File: src/rtl/rv_mat_pkg.sv
// Shared definitions for the matrix load/store path: sequencer state,
// the write-select code that marks a matrix access, and beat geometry.
package rv_mat_pkg;

  localparam int MAT_W          = 128;
  localparam int DW             = 32;
  localparam int MAT_BEATS      = 4;
  localparam int MAT_ALIGN_BITS = 4;

  localparam logic [1:0] W_SEL_MAT = 2'b11;

  typedef enum logic [1:0] {
    ST_IDLE = 2'd0,
    ST_BUSY = 2'd1,
    ST_DONE = 2'd2
  } mat_state_e;

  // Byte address of beat 'cnt' of an access starting at 'base'.
  function automatic logic [31:0] beat_addr(input logic [31:0] base, input logic [1:0] cnt);
    return base + {28'd0, cnt, 2'b00};
  endfunction

endpackage

File: src/rtl/mem_mat_seq_if.sv
// Data-memory beat port owned by the matrix sequencer while it is busy.
interface mem_mat_seq_if #(parameter int DW = 32);

  logic          req;
  logic          we;
  logic [31:0]   addr;
  logic [DW-1:0] wdata;
  logic          ready;
  logic [DW-1:0] rdata;

  modport master (output req, we, addr, wdata, input ready, rdata);
  modport slave  (input req, we, addr, wdata, output ready, rdata);

endinterface

File: src/rtl/mem_mat_seq.sv
// MEM-stage sequencer: splits a 128-bit matrix load/store into four 32-bit
// data-memory beats, stalls the pipeline while it runs, and presents the
// assembled load data to write-back with a one-cycle valid pulse.
module mem_mat_seq
  import rv_mat_pkg::*;
#(
  parameter int MAT_W = 128,
  parameter int DW    = 32
) (
  input  logic             clk,
  input  logic             rst,
  input  logic             me_mem_read,
  input  logic             me_mem_write,
  input  logic [1:0]       me_w_select,
  input  logic [31:0]      me_alu_o,
  input  logic [MAT_W-1:0] me_matrix_o,
  mem_mat_seq_if.master    dmem,
  output logic             stall_o,
  output logic             mat_busy_o,
  output logic [MAT_W-1:0] mat_rdata_o,
  output logic             mat_valid_o,
  output logic             mat_err_o
);

  mat_state_e                    state;
  logic [1:0]                    cnt;
  logic [31:0]                   base;
  logic                          dir_write;
  logic [MAT_BEATS-1:0][DW-1:0]  wr_words;
  logic [MAT_BEATS-1:0][DW-1:0]  rd_words;

  logic mop;
  logic illegal;
  logic start;
  logic busy;
  logic last_beat;

  // A new matrix op is only looked at in IDLE (never in DONE, where the
  // retiring instruction is still visible) and never while in reset.
  assign mop       = rst && (state == ST_IDLE) && (me_w_select == W_SEL_MAT)
                     && (me_mem_read || me_mem_write);
  assign illegal   = (me_mem_read && me_mem_write)
                     || (me_alu_o[MAT_ALIGN_BITS-1:0] != {MAT_ALIGN_BITS{1'b0}});
  assign start     = mop && !illegal;
  assign busy      = (state == ST_BUSY);
  assign last_beat = (cnt == 2'(MAT_BEATS - 1));

  // Sequencer state, beat counter, request latch and load-data assembly.
  always_ff @(posedge clk) begin
    if (!rst) begin
      state     <= ST_IDLE;
      cnt       <= 2'd0;
      base      <= 32'd0;
      dir_write <= 1'b0;
      wr_words  <= '0;
      rd_words  <= '0;
    end else begin
      case (state)
        ST_IDLE: begin
          if (start) begin
            base      <= me_alu_o;
            dir_write <= me_mem_write;
            wr_words  <= me_matrix_o;
            cnt       <= 2'd0;
            state     <= ST_BUSY;
          end else begin
            state     <= ST_IDLE;
          end
        end
        ST_BUSY: begin
          if (dmem.ready) begin
            if (!dir_write) begin
              rd_words[cnt] <= dmem.rdata;
            end
            cnt <= cnt + 2'd1;
            if (last_beat) begin
              state <= ST_DONE;
            end else begin
              state <= ST_BUSY;
            end
          end else begin
            state <= ST_BUSY;
          end
        end
        ST_DONE: begin
          state <= ST_IDLE;
        end
        default: begin
          state <= ST_IDLE;
        end
      endcase
    end
  end

  // Beat port is driven only while busy so the external mux sees zeros otherwise.
  assign dmem.req   = busy;
  assign dmem.we    = busy && dir_write;
  assign dmem.addr  = busy ? beat_addr(base, cnt) : 32'd0;
  assign dmem.wdata = busy ? wr_words[cnt] : {DW{1'b0}};

  // Stall is raised in the detect cycle itself so EX/MEM holds the instruction.
  assign stall_o     = busy || start;
  assign mat_busy_o  = busy;
  assign mat_valid_o = (state == ST_DONE);
  assign mat_err_o   = mop && illegal;
  assign mat_rdata_o = rd_words;

endmodule

File: src/flat_wrapper.sv
// flat-port wrapper written by rule: the top's interface ports become plain ports
module mem_mat_seq_flat import rv_mat_pkg::*;
#(
  parameter int MAT_W = 128,
  parameter int DW    = 32
)
  (clk, rst, me_mem_read, me_mem_write, me_w_select, me_alu_o, me_matrix_o, stall_o, mat_busy_o, mat_rdata_o, mat_valid_o, mat_err_o, dmem_req, dmem_we, dmem_addr, dmem_wdata, dmem_ready, dmem_rdata);
  mem_mat_seq_if #(.DW(DW)) dmem_i ();
  input  logic clk;
  input  logic rst;
  input  logic me_mem_read;
  input  logic me_mem_write;
  input  logic [1:0] me_w_select;
  input  logic [31:0] me_alu_o;
  input  logic [MAT_W-1:0] me_matrix_o;
  output logic stall_o;
  output logic mat_busy_o;
  output logic [MAT_W-1:0] mat_rdata_o;
  output logic mat_valid_o;
  output logic mat_err_o;
  output wire logic [$bits(dmem_i.req)-1:0] dmem_req;
  output wire logic [$bits(dmem_i.we)-1:0] dmem_we;
  output wire logic [$bits(dmem_i.addr)-1:0] dmem_addr;
  output wire logic [$bits(dmem_i.wdata)-1:0] dmem_wdata;
  input wire logic [$bits(dmem_i.ready)-1:0] dmem_ready;
  input wire logic [$bits(dmem_i.rdata)-1:0] dmem_rdata;
  assign dmem_req = dmem_i.req;
  assign dmem_we = dmem_i.we;
  assign dmem_addr = dmem_i.addr;
  assign dmem_wdata = dmem_i.wdata;
  assign dmem_i.ready = dmem_ready;
  assign dmem_i.rdata = dmem_rdata;
  mem_mat_seq #(.MAT_W(MAT_W), .DW(DW)) u_core (.clk(clk), .rst(rst), .me_mem_read(me_mem_read), .me_mem_write(me_mem_write), .me_w_select(me_w_select), .me_alu_o(me_alu_o), .me_matrix_o(me_matrix_o), .dmem(dmem_i), .stall_o(stall_o), .mat_busy_o(mat_busy_o), .mat_rdata_o(mat_rdata_o), .mat_valid_o(mat_valid_o), .mat_err_o(mat_err_o));
endmodule
File: config.mk
export PLATFORM = sky130hd
export DESIGN_NAME = mem_mat_seq_flat
export DESIGN_NICKNAME = d
export VERILOG_FILES = /design/src/rtl/rv_mat_pkg.sv /design/src/rtl/mem_mat_seq_if.sv /design/src/rtl/mem_mat_seq.sv /design/src/flat_wrapper.sv
export SDC_FILE = /design/constraint.sdc
export NUM_CORES = 1
export LEC_CHECK = 0
export CAP_MARGIN = 20
export CORE_MARGIN = 2
export CORE_UTILIZATION = 30
export DETAILED_ROUTE_END_ITERATION = 12
export MAX_ROUTING_LAYER = met4
export SLEW_MARGIN = 5
export SYNTH_ARGS = -nofsm -noshare
export SYNTH_HDL_FRONTEND = slang
export SYNTH_SLANG_ARGS = --single-unit
File: constraint.sdc
create_clock -name clk -period 4.05 [get_ports clk]
set_clock_uncertainty 0.05 [all_clocks]
set_input_delay 0.81 -clock clk [delete_from_list [all_inputs] [get_ports clk]]
set_output_delay 0.81 -clock clk [all_outputs]
set_load 0.01 [all_outputs]
==> qor.txt <==
status - completed
vias in the first global route - 11,800
routed vias - 12,300
Netlist cell types - 41
adder-cell area share of the yosys netlist - 0.00724
Worst path max stage delay - 550 ps
complex-gate fraction of the synthesized area - 0.241
Initial DRC Count - 913
drt total wl - 45,700 um
die area - 45,500 um^2
Post-Syn Nets - 1,742
area leader, netlist - dfxtp_1
Slew Viols, Final - 0
Setup crit start kind - flop
DRT Pass-1 Iters - 6
Net count, final - 2,048
Initial Util - 0.304
first-pass GRT wire length - 68,400 um
FF-to-FF path depth - 6
CP bufs+invs - 1
Yosys top cell area share - 0.447
Crit path depth - 6
later-pin clock latency in the skew report - 520 ps
worst setup path category - flop to primary output
core area - 43,200 um^2
critical path's most frequent cell - a21oi_1
fin crit share - 0.974
global placer's final weighted congestion - 0.812
DRC - 0
Post-synth EDFFs - 0
final number of setup-violating endpoints - 0
clk root buf - clkbuf_16
Rel. slew slack - 0.232
leakage power - 0.00588 uW
crit path time final - 3940 ps
top cells by area, synth - dfxtp_1 45%, a21boi_0 14%, nand2_1 8.0%, nand3_1 6.3%, o21ai_0 6.2%
port buffer count - 396
Clock transition at path regs - 60 ps
CP arrival - 3080 ps
main flop type after synthesis - dfxtp_1
YS warnings - 0
drt wl/cell - 18.6 um
Final Hold Fails - 0
XOR/XNOR Fraction of Synth Area - 0.00801
gr ovfl total - 0
mux share of post-synthesis cell area - 0.0549
type of the worst min-delay path - flop to flop
Crit-path slowest cell - clkdlybuf4s50_1
Layout area overhead - 42.5%
worst hold stages - 2
setup_tns - 0 ps
CTS tree - yes
Pwr Density - 348 nW/um^2
Worst-Margin Slew - 1150 ps
share of cells above drive strength 1 - 0.0701
initial antenna violation count - 6
row count - 76
FFs w/ async S/R, synth - 0
CP top delay family - simple AND/OR/NAND/NOR gates
PnR worst setup slack - 107 ps
DIE HEIGHT - 213 um
CP max FO - 9
Antenna Violating Nets Remaining - 0
Syn Area/Cell - 8.55 um^2
crit path cell chain - ha_1, a21oi_1, or4_4, or4_1, a21oi_1, clkdlybuf4s50_1
hold buffer count at cts - 0
CTS Buf Count - 36
total track usage - 0.198
H-tree Lvls - 2
Seq cells post-synth - 293
most common cell in the netlist - dfxtp_1
DP Worst Slack - 218 ps
Cells after Synth - 1,536
simple-gate share of the synthesized area - 0.194
post-detailed-route via-to-cell ratio - 5.00
max-cap viol count - 0
HPWL Detailed - 29,100 um
CTS max path bufs - 3
fmax - 254 MHz
RSZ-0062 raised after global routing - false
largest family of logic cells by synthesized area - compound AO/OA/AOI/OAI gates
Critical Path End Type - primary output
VDD IR max - 0.000242 V
synthesized cell area - 13,100 um^2
Die X - 213 um
largest net degree at the start of global routing - 293
Ports - 397
Synth top cells by count - 293 x dfxtp_1, 280 x nand2_1, 247 x a21boi_0
clk sinks - 293
sequential share of the synthesized area - 0.447
WP data required - 3190 ps
[report_power, final]
group          internal (uW)  switching (uW)
Combinational            221             157
Sequential              2890            2.93
Clock                   1970            1270
[cells in the final DEF (no fill, tap or decap), drive strengths merged, types with 17 or more instances in the layout]
cell type and count:
nand3 167, dfxtp 293, mux4 32, a21oi 17
o21ai 163, a21boi 287, buf 24, and2 42
nand2 280, clkdlybuf4s50 391, clkbuf 55
[tightest hold or removal path, delay by kind of cell (launching register included)]
kind / cells / cell delay, ps
AO/OA/AOI/OAI: 1 / 50
flip-flops: 1 / 300
AND/OR/NAND/NOR: 1 / 50
[area by class of cell]
type | instances | area, um^2
clock buffers | 55 | 1040
diodes | 6 | 15.0
repair buffers | 419 | 4180
multi-input cells | 1083 | 6690
inverters | 9 | 33.8
fillers | 4327 | 24500
flip-flops and latches | 293 | 5870
clock inverters | 10 | 144
well taps | 585 | 732
[registers in the layout (all words and copies together) (netlist names)]
| signal | cells |
|---|---|
| u_core.mat_rdata_o | 128 |
| u_core.wr_words | 128 |
| u_core.base | 32 |
| u_core.cnt | 2 |
| u_core.state | 2 |
| u_core.dir_write | 1 |
[kinds of logic after synthesis]
group           Yosys count
xor+xnor                 12
compound gates          481
buf+inv                 161
mux                      32
flops                   293
simple gates            550
fa+ha+maj                 7
[final timing paths]
check / from / endpoint / slack [ps]
setup reg to reg: u_core.state[1]$_SDFF_PN0_ / u_core.base[9]$_SDFFE_PN0P_ / 1370
hold / removal: u_core.mat_rdata_o[95]$_SDFFE_PN0P_ / u_core.mat_rdata_o[95]$_SDFFE_PN0P_ / 400
hold reg to reg: u_core.mat_rdata_o[95]$_SDFFE_PN0P_ / u_core.mat_rdata_o[95]$_SDFFE_PN0P_ / 400
setup / recovery: u_core.base[3]$_SDFFE_PN0P_ / dmem_addr[31] / 110
[per-stage QoR]
step | std cells | instance area (um^2) | total power (uW) | utilization | hold slack (ps)
floorplan | 1536 | 13100 | 3070 | - | 394
global placement | 2386 | 17400 | 3330 | 0.404 | 391
detailed placement | 2386 | 17400 | 3330 | 0.404 | 394
CTS | 2452 | 18600 | 6600 | 0.432 | 402
global route | 2460 | 18700 | 6730 | 0.433 | 432
finish | 2460 | 18700 | 6520 | 0.433 | 398
[routing by layer]
metal  share of wire  global-route usage  wire length (um)
met5               0                   -                 0
met4           0.034              0.0817              1540
met1            0.41               0.237             19000
met3           0.077              0.0560              3530
met2            0.47               0.313             21700
[timing repair]
action	in CTS	in global routing
buffers inserted	1	1
setup endpoints to repair	16	10
pin swaps	1	3
gates cloned	0	1
gates resized for setup	6	8
No activity file was read; power rests on OpenSTA's default activity.
